--- src/rtl/uart_rx.sv ---
// 8N1 UART receiver: 2-FF input synchroniser, mid-bit sampling FSM and a
// show-ahead byte FIFO with framing-error and overflow pulses.
module uart_rx #(
  parameter int UART_CLK_DIV = 868,
  parameter int FIFO_ASIZE   = 4
) (
  input  logic       clk,
  input  logic       rst_n,
  input  logic       i_uart_rx,
  output logic       rvalid,
  input  logic       rreq,
  output logic [7:0] rdata,
  output logic       frame_err,
  output logic       overflow
);

  localparam int P     = 2 * UART_CLK_DIV;
  localparam int CW    = $clog2(P);
  localparam int DEPTH = 1 << FIFO_ASIZE;

  localparam logic [2:0] S_IDLE  = 3'd0;
  localparam logic [2:0] S_START = 3'd1;
  localparam logic [2:0] S_DATA  = 3'd2;
  localparam logic [2:0] S_STOP  = 3'd3;
  localparam logic [2:0] S_WAIT  = 3'd4;

  logic                  sync1, rx_s;
  logic [2:0]            state;
  logic [CW-1:0]         cnt;
  logic [2:0]            bitn;
  logic [7:0]            shreg;
  logic [FIFO_ASIZE:0]   wptr, rptr;
  logic [7:0]            mem [DEPTH];
  logic                  full, empty, tick, stop_hit, push, pop;

  always_ff @(posedge clk) begin
    if (!rst_n) begin
      sync1 <= 1'b1;
      rx_s  <= 1'b1;
    end else begin
      sync1 <= i_uart_rx;
      rx_s  <= sync1;
    end
  end

  // tick marks the middle of a data/stop bit once the start bit has been centred
  assign tick     = (cnt == CW'(P - 1));
  assign stop_hit = (state == S_STOP) && tick;
  assign push     = stop_hit && rx_s && !full;

  always_ff @(posedge clk) begin
    if (!rst_n) begin
      state     <= S_IDLE;
      cnt       <= '0;
      bitn      <= '0;
      shreg     <= '0;
      frame_err <= 1'b0;
      overflow  <= 1'b0;
    end else begin
      frame_err <= 1'b0;
      overflow  <= 1'b0;
      case (state)
        S_IDLE: begin
          cnt  <= '0;
          bitn <= '0;
          if (!rx_s) state <= S_START;
        end
        S_START: begin
          if (cnt == CW'(UART_CLK_DIV - 1)) begin
            cnt   <= '0;
            state <= rx_s ? S_IDLE : S_DATA;
          end else begin
            cnt <= cnt + 1'b1;
          end
        end
        S_DATA: begin
          if (tick) begin
            cnt   <= '0;
            shreg <= {rx_s, shreg[7:1]};
            bitn  <= bitn + 3'd1;
            if (bitn == 3'd7) state <= S_STOP;
          end else begin
            cnt <= cnt + 1'b1;
          end
        end
        S_STOP: begin
          if (tick) begin
            cnt <= '0;
            if (rx_s) begin
              overflow <= full;
              state    <= S_IDLE;
            end else begin
              frame_err <= 1'b1;
              state     <= S_WAIT;
            end
          end else begin
            cnt <= cnt + 1'b1;
          end
        end
        S_WAIT: begin
          if (rx_s) state <= S_IDLE;
        end
        default: state <= S_IDLE;
      endcase
    end
  end

  // full is taken before any same-cycle pop, so a push into a full FIFO overflows
  assign empty  = (wptr == rptr);
  assign full   = (wptr[FIFO_ASIZE] != rptr[FIFO_ASIZE]) &&
                  (wptr[FIFO_ASIZE-1:0] == rptr[FIFO_ASIZE-1:0]);
  assign rvalid = !empty;
  assign pop    = rvalid && rreq;
  assign rdata  = rvalid ? mem[rptr[FIFO_ASIZE-1:0]] : 8'h00;

  always_ff @(posedge clk) begin
    if (!rst_n) begin
      wptr <= '0;
      rptr <= '0;
    end else begin
      if (push) wptr <= wptr + 1'b1;
      if (pop)  rptr <= rptr + 1'b1;
    end
  end

  always_ff @(posedge clk) begin
    if (push) mem[wptr[FIFO_ASIZE-1:0]] <= shreg;
  end

endmodule

--- config.mk ---
export PLATFORM = sky130hd
export DESIGN_NAME = uart_rx
export DESIGN_NICKNAME = d
export VERILOG_FILES = /design/src/rtl/uart_rx.sv
export SDC_FILE = /design/constraint.sdc
export NUM_CORES = 1
export LEC_CHECK = 0
export CAP_MARGIN = 10
export CORE_AREA = 8 8 142 144
export CTS_BUF_LIST = sky130_fd_sc_hd__clkbuf_16
export DETAILED_ROUTE_END_ITERATION = 10
export DIE_AREA = 0 0 150 152
export PLACE_DENSITY = 0.55
export SYNTH_ARGS = -nofsm -noshare
export SYNTH_HDL_FRONTEND = slang
export SYNTH_SLANG_ARGS = --single-unit
--- constraint.sdc ---
create_clock -name clk -period 2.4 [get_ports clk]
set_input_delay 0.48 -clock clk [delete_from_list [all_inputs] [get_ports clk]]
set_output_delay 0.48 -clock clk [all_outputs]
set_load 0.02 [all_outputs]
==> results of run 1 <==
## per-stage QoR
step | setup slack (ns) | instance area (um2) | cells | hold WS (ns) | setup TNS, ns
floorplan | 0.0310 | 7010 | 440 | 0.386 | 0
global placement | -0.364 | 7720 | 701 | 0.395 | -2.83
detailed placement | -0.388 | 7720 | 701 | 0.395 | -2.90
CTS | -0.478 | 8370 | 735 | 0.411 | -3.53
global route | -0.464 | 8380 | 734 | 0.424 | -3.62
finish | -0.385 | 8380 | 734 | 0.408 | -2.93
## synth_stat cells (5+ instances only)
master / instances
nand3_1: 5
xor2_1: 6
inv_1: 5
clkbuf_1: 7
nand2_1: 36
a21oi_1: 19
nor2b_1: 14
buf_2: 5
nand2b_1: 6
and3_1: 13
nor3_1: 5
mux4_2: 40
xnor2_1: 8
o21ai_0: 9
a31oi_1: 10
ha_1: 8
edfxtp_1: 128
dfxtp_1: 43
nor2_1: 25
## final cells by class
cell class,count,area [um2]
fillers,1541,9400
flip-flops and latches,171,4710
multi-input cells,243,2180
repair buffers,54,569
clock buffers,17,425
well taps,229,287
clock inverters,15,191
inverters,5,18.8
## worst min path at each step
stage | cells after the start | start | endpoint
3_5_place_dp | 1 | sync1 | rx_s
2_1_floorplan | 1 | sync1 | rx_s
5_1_grt | 1 | sync1 | rx_s
4_1_cts | 1 | sync1 | rx_s
6_report | 1 | sync1 | rx_s
3_3_place_gp | 1 | sync1 | rx_s
## worst max-delay path, stage by stage, from the launching register on
cell,delay [ns]
dfxtp_4,0.41
buf_12,0.15
mux4_2,0.53
mux4_2,0.48
nor2b_1,0.16
buf_4,0.16
## routing by layer
metal	GRT usage	share of wire	vias up
met1	0.172	0.46	1958
li1	-	-	1816
met3	0.0303	0.034	16
met5	0	0	-
met2	0.203	0.49	66
met4	0.0538	0.015	0
## sequential cells by signal, indices dropped and copies added, names as in the netlist, named ones only
name,count
rptr,5
bitn,3
mem,128
frame_err,1
state,3
rx_s,1
cnt,11
wptr,5
overflow,1
sync1,1
shreg,8
## layout by cell type (no fill, tap or decap), types with 6 or more instances in the layout
cell	Yosys	layout
ha_1	8	7
mux4_2	40	40
nand2_1	36	36
o21ai_0	9	9
xor2_1	6	6
xnor2_1	8	8
dfxtp_1	43	42
nor2_1	25	24
nand2b_1	6	6
buf_4	0	33
buf_12	0	11
and3_1	13	13
a31oi_1	10	10
clkbuf_16	0	17
a21oi_1	19	19
edfxtp_1	128	128
clkinv_4	0	8
nor2b_1	14	13
## cell families (layout without fill, tap and decap cells)
logic type	after synthesis	count (layout)	share of synthesized area
multiplexers	42	42	0.131
buffers and inverters	26	91	0.0193
AND/OR/NAND/NOR	127	127	0.101
adder cells (fa/ha/maj)	8	8	0.0143
flip-flops	171	171	0.671
AO/OA/AOI/OAI	52	52	0.0455
XOR/XNOR	14	14	0.0175
## timing repair
item,in CTS,in global routing
resized for setup,41,13
endpoints found under the setup margin,9,105
setup buffers,1,0
endpoints found under the hold margin,0,0
hold buffers,0,0
gates cloned,1,0
pin swaps,0,0
## power by group through the flow
stage                     clock, mW  combinational (mW)  sequential [mW]
after detailed placement          0              0.0305             3.20
after floorplan                   0              0.0187             3.20
after CTS                      2.89              0.0306             3.14
after global routing           2.98              0.0337             3.14
after global placement            0              0.0300             3.20
final                          2.82              0.0304             3.14
==> results.cfg, run 1 <==
[sta]
hold_violations = 0
period_minus_slack_ns = 2.79
fin_skew_ns = 0.00787
max_slew_margin = 0.543
max_clock_freq_mhz = 359
period_share = 1.16
slew_viol_final = 0
rsz0062_at_grt = yes
worst_pin_slew_ns = 0.685
setup_viol = 8
finalWorstSetupSlack_ns = -0.385

[synth]
synth.area.top_cells = edfxtp_1 (55%), mux4_2 (13%), dfxtp_1 (12%)
ys_warn_count = 0
yosysUniqueCellTypes = 46
ys_ff_latch = 171
synth-async-reset-ratio = 0
synth_top_area_frac = 0.548
synth_edf_count = 128
synth_area_per_cell_um2 = 15.9
yosysSeqAreaShare = 0.671
synthFlopType = edfxtp_1
syn_inst = 440
yosysTopAreaCell = edfxtp_1
synth_area_um2 = 7010
synth_nets = 452

[clock_network]
cts.clk_slew.worst_paths_ns = 0.06
numCtsBuffers = 17
clock-sinks = 171
insertion_delay_ns = 0.42
clockRootBuffer = clkbuf_16
h-tree-depth = 4
cts_tree = built
clockBufferDepth = 2

[global_route]
gr-usage-all-layers = 0.130
antenna_found_initial = 0
grt_pass1_vias = 3985
grt_pass1_wl_mm = 22.3
globalRouteOverflowTotal = 0
grt_max_degree = 33

[power]
comb_power_share = 0.005
p_leak_nw = 2.81
irDropWorstVdd_mv = 0.526
switching_share = 0.198
power.density_nw_per_um2 = 715
p_seq_frac = 0.524
p_int_mw = 4.81
p_sw_mw = 1.19
p_clk_frac = 0.471
power_mw = 5.99

[final_layout]
final_layout_size_suffix_gt1_frac = 0.259
num-nets-final = 504
syn2layout_area_growth_pct = 19.6
diodes = 0
final_util = 0.471

[drt]
drc = 0
drt-pass1-iter-count = 4
ant_nets = 0
via_per_inst = 5.25
wire_per_inst_um = 19.1
num_vias = 3856
first_iter_violations = 237
drt-total-wl_mm = 14.0

[status]
violations = setup timing
outcome = finished, violations left

[floorplanning]
die_x_um = 150
core_area_um2 = 17800
die_y_um = 152
num_io_pins = 15
start_util = 0.394
die_area_um2 = 22800
fp-row-count = 49

[critical_path]
r2r_end = mem[3][3]
path_class = reg -> out
r2r.worst_path.cells = 7
path_max_fanout = 8
critPathCaptureType = primary output
rrSetupSlack_ns = 0.23
r2r-start = cnt[1]
required_ns = 1.92
arrival_ns = 2.31
crit_path_end = rdata[7]
cp-start-kind = flop

[placement]
gp_congestion = 0.736
portBuffers = 14
dp_hpwl_mm = 9.43

[job]
maxCapViolCount = 0

[min_path]
holdCritPathClass = reg -> reg
Note: power is estimated with default switching activity, not from simulation.
==> run 2, diff against run 1 <==
CORE_AREA = 8 8 149 137   (was 8 8 142 144)
DIE_AREA = 0 0 157 145   (was 0 0 150 152)
==> results.cfg, run 2 (synthesis gave the netlist of run 1 again) <==
[critical_path]
critPathCaptureType = primary output
cpMaxStageDelayCell = mux4_2
arrival_ns = 2.38
path_max_fanout = 7
required_ns = 1.92
path_class = reg -> out
cpPeakStageDelay_ns = 0.52
path_cells = buf_12, buf_12, mux4_2, mux4_2, nor2b_1, buf_4
r2r-start = cnt[1]
cp-start-kind = flop

[status]
violations = setup timing
outcome = finished, violations left

[placement]
gp_congestion = 0.818
dp_slack_ns = -0.400
portBuffers = 14
dp_hpwl_mm = 9.24

[final_layout]
multi_input_area_um2 = 2180
final_layout_size_suffix_gt1_frac = 0.268
largest_reg_flops = 128
regArea_um2 = 4710
diodes = 0
mostFrequentLayoutCells = edfxtp_1 (128), mux4_2 (40), dfxtp_1 (39)
final_common_cell = edfxtp_1
syn2layout_area_growth_pct = 21.4
n_fill_cell = 1544
num-nets-final = 511
final_util = 0.474

[floorplanning]
die_area_um2 = 22800
start_util = 0.391
core_area_um2 = 17900
num_io_pins = 15
die_y_um = 145
fp-row-count = 47
die_x_um = 157

[global_route]
gr-usage-all-layers = 0.128
grt_pass1_vias = 3955
antenna_found_initial = 0
grt_max_degree = 33
grt_pass1_wl_mm = 22.1
globalRouteOverflowTotal = 0

[drt]
via_per_inst = 5.10
num_vias = 3855
ant_nets = 0
drc = 0
drt-pass1-iter-count = 4
drt-total-wl_mm = 13.8
first_iter_violations = 200
wire_per_inst_um = 18.3

[sta]
max_slew_margin = 0.581
worst_pin_slew_ns = 0.628
finalWorstSetupSlack_ns = -0.461
fin_skew_ns = 0.0215
period_share = 1.19
hold_violations = 0
slew_viol_final = 0
period_minus_slack_ns = 2.86
setup_viol = 8
rsz0062_at_grt = yes
max_clock_freq_mhz = 350

[clock_network]
cts_tree = built
clockRootBuffer = clkbuf_16
numCtsBuffers = 17
cts.clk_slew.worst_paths_ns = 0.06
clock-sinks = 171
clockBufferDepth = 2
insertion_delay_ns = 0.43
h-tree-depth = 4

[power]
power.density_nw_per_um2 = 709
comb_power_share = 0.005
p_leak_nw = 2.87
power_mw = 6.03
p_int_mw = 4.89
p_clk_frac = 0.474
p_sw_mw = 1.14
p_seq_frac = 0.521
switching_share = 0.188
irDropWorstVdd_mv = 0.541

[job]
maxCapViolCount = 0

[min_path]
min_from = sync1
holdCritPathClass = reg -> reg
## run 2: critical path: cells and delay by family (launching register included)
family                 cells  cell delay [ns]
muxes                      2             0.99
DFF                        1             0.42
buffers and inverters      3             0.40
and+or+nand+nor            1             0.14
## run 2: worst paths after layout
path	end	slack [ns]	cells after the start
worst max register to register	mem[3][3]	0.20	7
worst min-delay path	rx_s	0.41	1
worst min register to register	rx_s	0.41	1
worst max-delay path	rdata[0]	-0.46	6
## run 2: per-stage QoR
stage | instances | area, um2 | hold slack (ns) | setup TNS, ns
5_1_grt | 756 | 8510 | 0.422 | -3.94
3_3_place_gp | 716 | 7700 | 0.395 | -2.82
2_1_floorplan | 440 | 7010 | 0.386 | 0
6_report | 756 | 8510 | 0.409 | -3.32
3_5_place_dp | 716 | 7700 | 0.397 | -2.91
4_1_cts | 755 | 8470 | 0.413 | -3.71
## run 2: area by class of cell
type                       count  share of cell area
tap                          245              0.0360
multi-input combinational    243               0.257
sequential                   171               0.554
clock inverter                14              0.0229
inverter                       5             0.00221
clock buffer                  17              0.0500
timing repair buffer          61              0.0782
## run 2: power groups by stage
stage / combinational (mW) / clock [mW] / sequential [mW]
after global placement: 0.0303 / 0 / 3.20
final: 0.0307 / 2.86 / 3.14
after detailed placement: 0.0307 / 0 / 3.20
after CTS: 0.0308 / 2.92 / 3.14
after floorplan: 0.0187 / 0 / 3.20
after global routing: 0.0339 / 3.04 / 3.14
## run 2: repair_timing
| item | 4_1_cts | 5_1_grt |
|---|---|---|
| resized for setup | 44 | 13 |
| endpoints found under the setup margin | 9 | 105 |
| hold buffers | 0 | 0 |
| buffers inserted | 5 | 2 |
| gates cloned | 3 | 0 |
## run 2: per-layer routing
metal / GRT usage / up-vias / routed length, um
li1: - / 1825 / -
met3: 0.0321 / 4 / 562
met2: 0.198 / 74 / 6700
met1: 0.175 / 1952 / 6450
met4: 0.0375 / 0 / 122
met5: 0 / - / 0
==> run 3, diff against run 2 <==
ABC_CLOCK_PERIOD_IN_PS = 3280   (was default)
PLACE_DENSITY = 0.53   (was 0.55)
clock period = 3.28 ns   (was 2.4 ns; I/O delays follow)
==> results.cfg, run 3 (synthesis gave the netlist of run 1 again) <==
[status]
outcome = finished clean

[final_layout]
final_common_cell = edfxtp_1
layoutNonFillerInstCount = 723
mostFrequentLayoutCells = edfxtp_1 (128), dfxtp_1 (42), mux4_2 (40)
final_util = 0.449
syn2layout_area_growth_pct = 14.9
n_fill_cell = 1577
diodes = 0
num-nets-final = 477
largest_reg_flops = 128
final_layout_size_suffix_gt1_frac = 0.184

[clock_network]
ctsHoldBuffers = 0
cts_tree = built
cts.clk_slew.worst_paths_ns = 0.06
cts_setup_buffers = 0
insertion_delay_ns = 0.42
clockBufferDepth = 2
clockRootBuffer = clkbuf_16
clock-sinks = 171
h-tree-depth = 4
numCtsBuffers = 17

[drt]
via_per_inst = 5.17
wl_met1_mm = 6.41
num_vias = 3740
top_layer = met4
drt-pass1-iter-count = 5
drc = 0
first_iter_violations = 291
wl_met2_mm = 6.81
drt-total-wl_mm = 13.8
ant_nets = 0
wire_per_inst_um = 19.1
wl_met3_um = 464

[critical_path]
required_ns = 2.62
cpMaxStageDelayCell = mux4_2
cpPeakStageDelay_ns = 0.56
path_common_cell = mux4_2
path_max_fanout = 22
arrival_ns = 2.53
critPathCaptureType = primary output
path_class = reg -> out
path_cells = buf_12, mux4_2, mux4_2, nor2b_1, dlygate4sd2_1
cp-start-kind = flop

[placement]
gp_congestion = 0.830
dp_hpwl_mm = 9.39
placed_cells = 691
portBuffers = 14
dp_slack_ns = 0.300

[power]
irDropWorstVdd_mv = 0.367
p_sw_mw = 0.799
comb_power_share = 0.005
p_int_mw = 3.48
p_clk_frac = 0.459
p_leak_nw = 2.67
power.density_nw_per_um2 = 532
p_seq_frac = 0.537
power_mw = 4.28
switching_share = 0.187

[floorplanning]
die_area_um2 = 22800
fp-row-count = 47
num_io_pins = 15
core_area_um2 = 17900
die_y_um = 145
start_util = 0.391
die_x_um = 157

[sta]
finalWorstSetupSlack_ns = 0.0985
worst_pin_slew_ns = 0.638
fin_skew_ns = 0.00872
max_slew_margin = 0.574
hold_violations = 0
rsz0062_at_grt = no
period_minus_slack_ns = 3.18
period_share = 0.970
slew_viol_final = 0
max_clock_freq_mhz = 314
setup_viol = 0
fin_hold_ws_ns = 0.410

[min_path]
holdCritPathClass = reg -> reg

[global_route]
grt_max_degree = 33
grt_pass1_vias = 3879
globalRouteOverflowTotal = 0
antenna_found_initial = 0
grt_pass1_wl_mm = 22.1
gr-usage-all-layers = 0.129

[job]
maxCapViolCount = 0
-- run 3: cell types whose count changed in the layout (fill, tap and decap cells not counted), sizes merged, moves of 2 or more --
cell / previous run / this run
buf: 55 / 13
clkinv: 4 / 8
dlygate4sd2: 1 / 5
inv: 10 / 6
dlymetal6s2s: 0 / 3
clkinvlp: 1 / 3
-- run 3: power groups by stage --
stage,Combinational (mW),Sequential [mW],Clock [mW]
after global placement,0.0205,2.34,0
after global routing,0.0232,2.30,2.09
after detailed placement,0.0211,2.35,0
final,0.0210,2.30,1.96
after CTS,0.0211,2.30,2.00
after floorplan,0.0137,2.34,0
-- run 3: stage by stage --
step | setup TNS [ns] | instance area (um2)
finish | 0 | 8050
floorplan | 0 | 7010
detailed placement | 0 | 7460
global placement | 0 | 7460
global route | 0 | 8050
CTS | -0.442 | 8040
-- run 3: critical path, delay by kind of cell, from the launching register on --
family                 cells  cell delay (ns)
multiplexers               2             1.04
buffers and inverters      2             0.54
flip-flops                 1             0.37
AND/OR/NAND/NOR            1             0.14
-- run 3: cell type report --
type                    instances  area [um2]  area share
repair buffers                 27         268      0.0333
flip-flops and latches        171        4710       0.585
multi-input cells             243        2170       0.269
inverters                       5        18.8     0.00233
well taps                     245         307      0.0381
clock buffers                  17         425      0.0528
clock inverters                15         158      0.0196
-- run 3: worst paths after layout --
| check | start | to | slack, ns | depth (start not counted) |
|---|---|---|---|---|
| hold / removal | sync1 | rx_s | 0.41 | 1 |
| setup reg to reg | cnt[0] | mem[1][7] | 0.57 | 5 |
| setup / recovery | flop | rdata[1] | 0.1 | 5 |
| hold reg to reg | sync1 | rx_s | 0.41 | 1 |
-- run 3: repair_timing --
action,CTS,global route
hold endpoints to repair,0,0
endpoints found under the setup margin,8,3
gates resized for setup,5,4
-- run 3: metal layers --
layer  global-route usage  up-vias
met2                0.205       58
met1                0.171     1913
met5                    0        -
met4               0.0360        0
met3               0.0359       10
li1                     -     1759
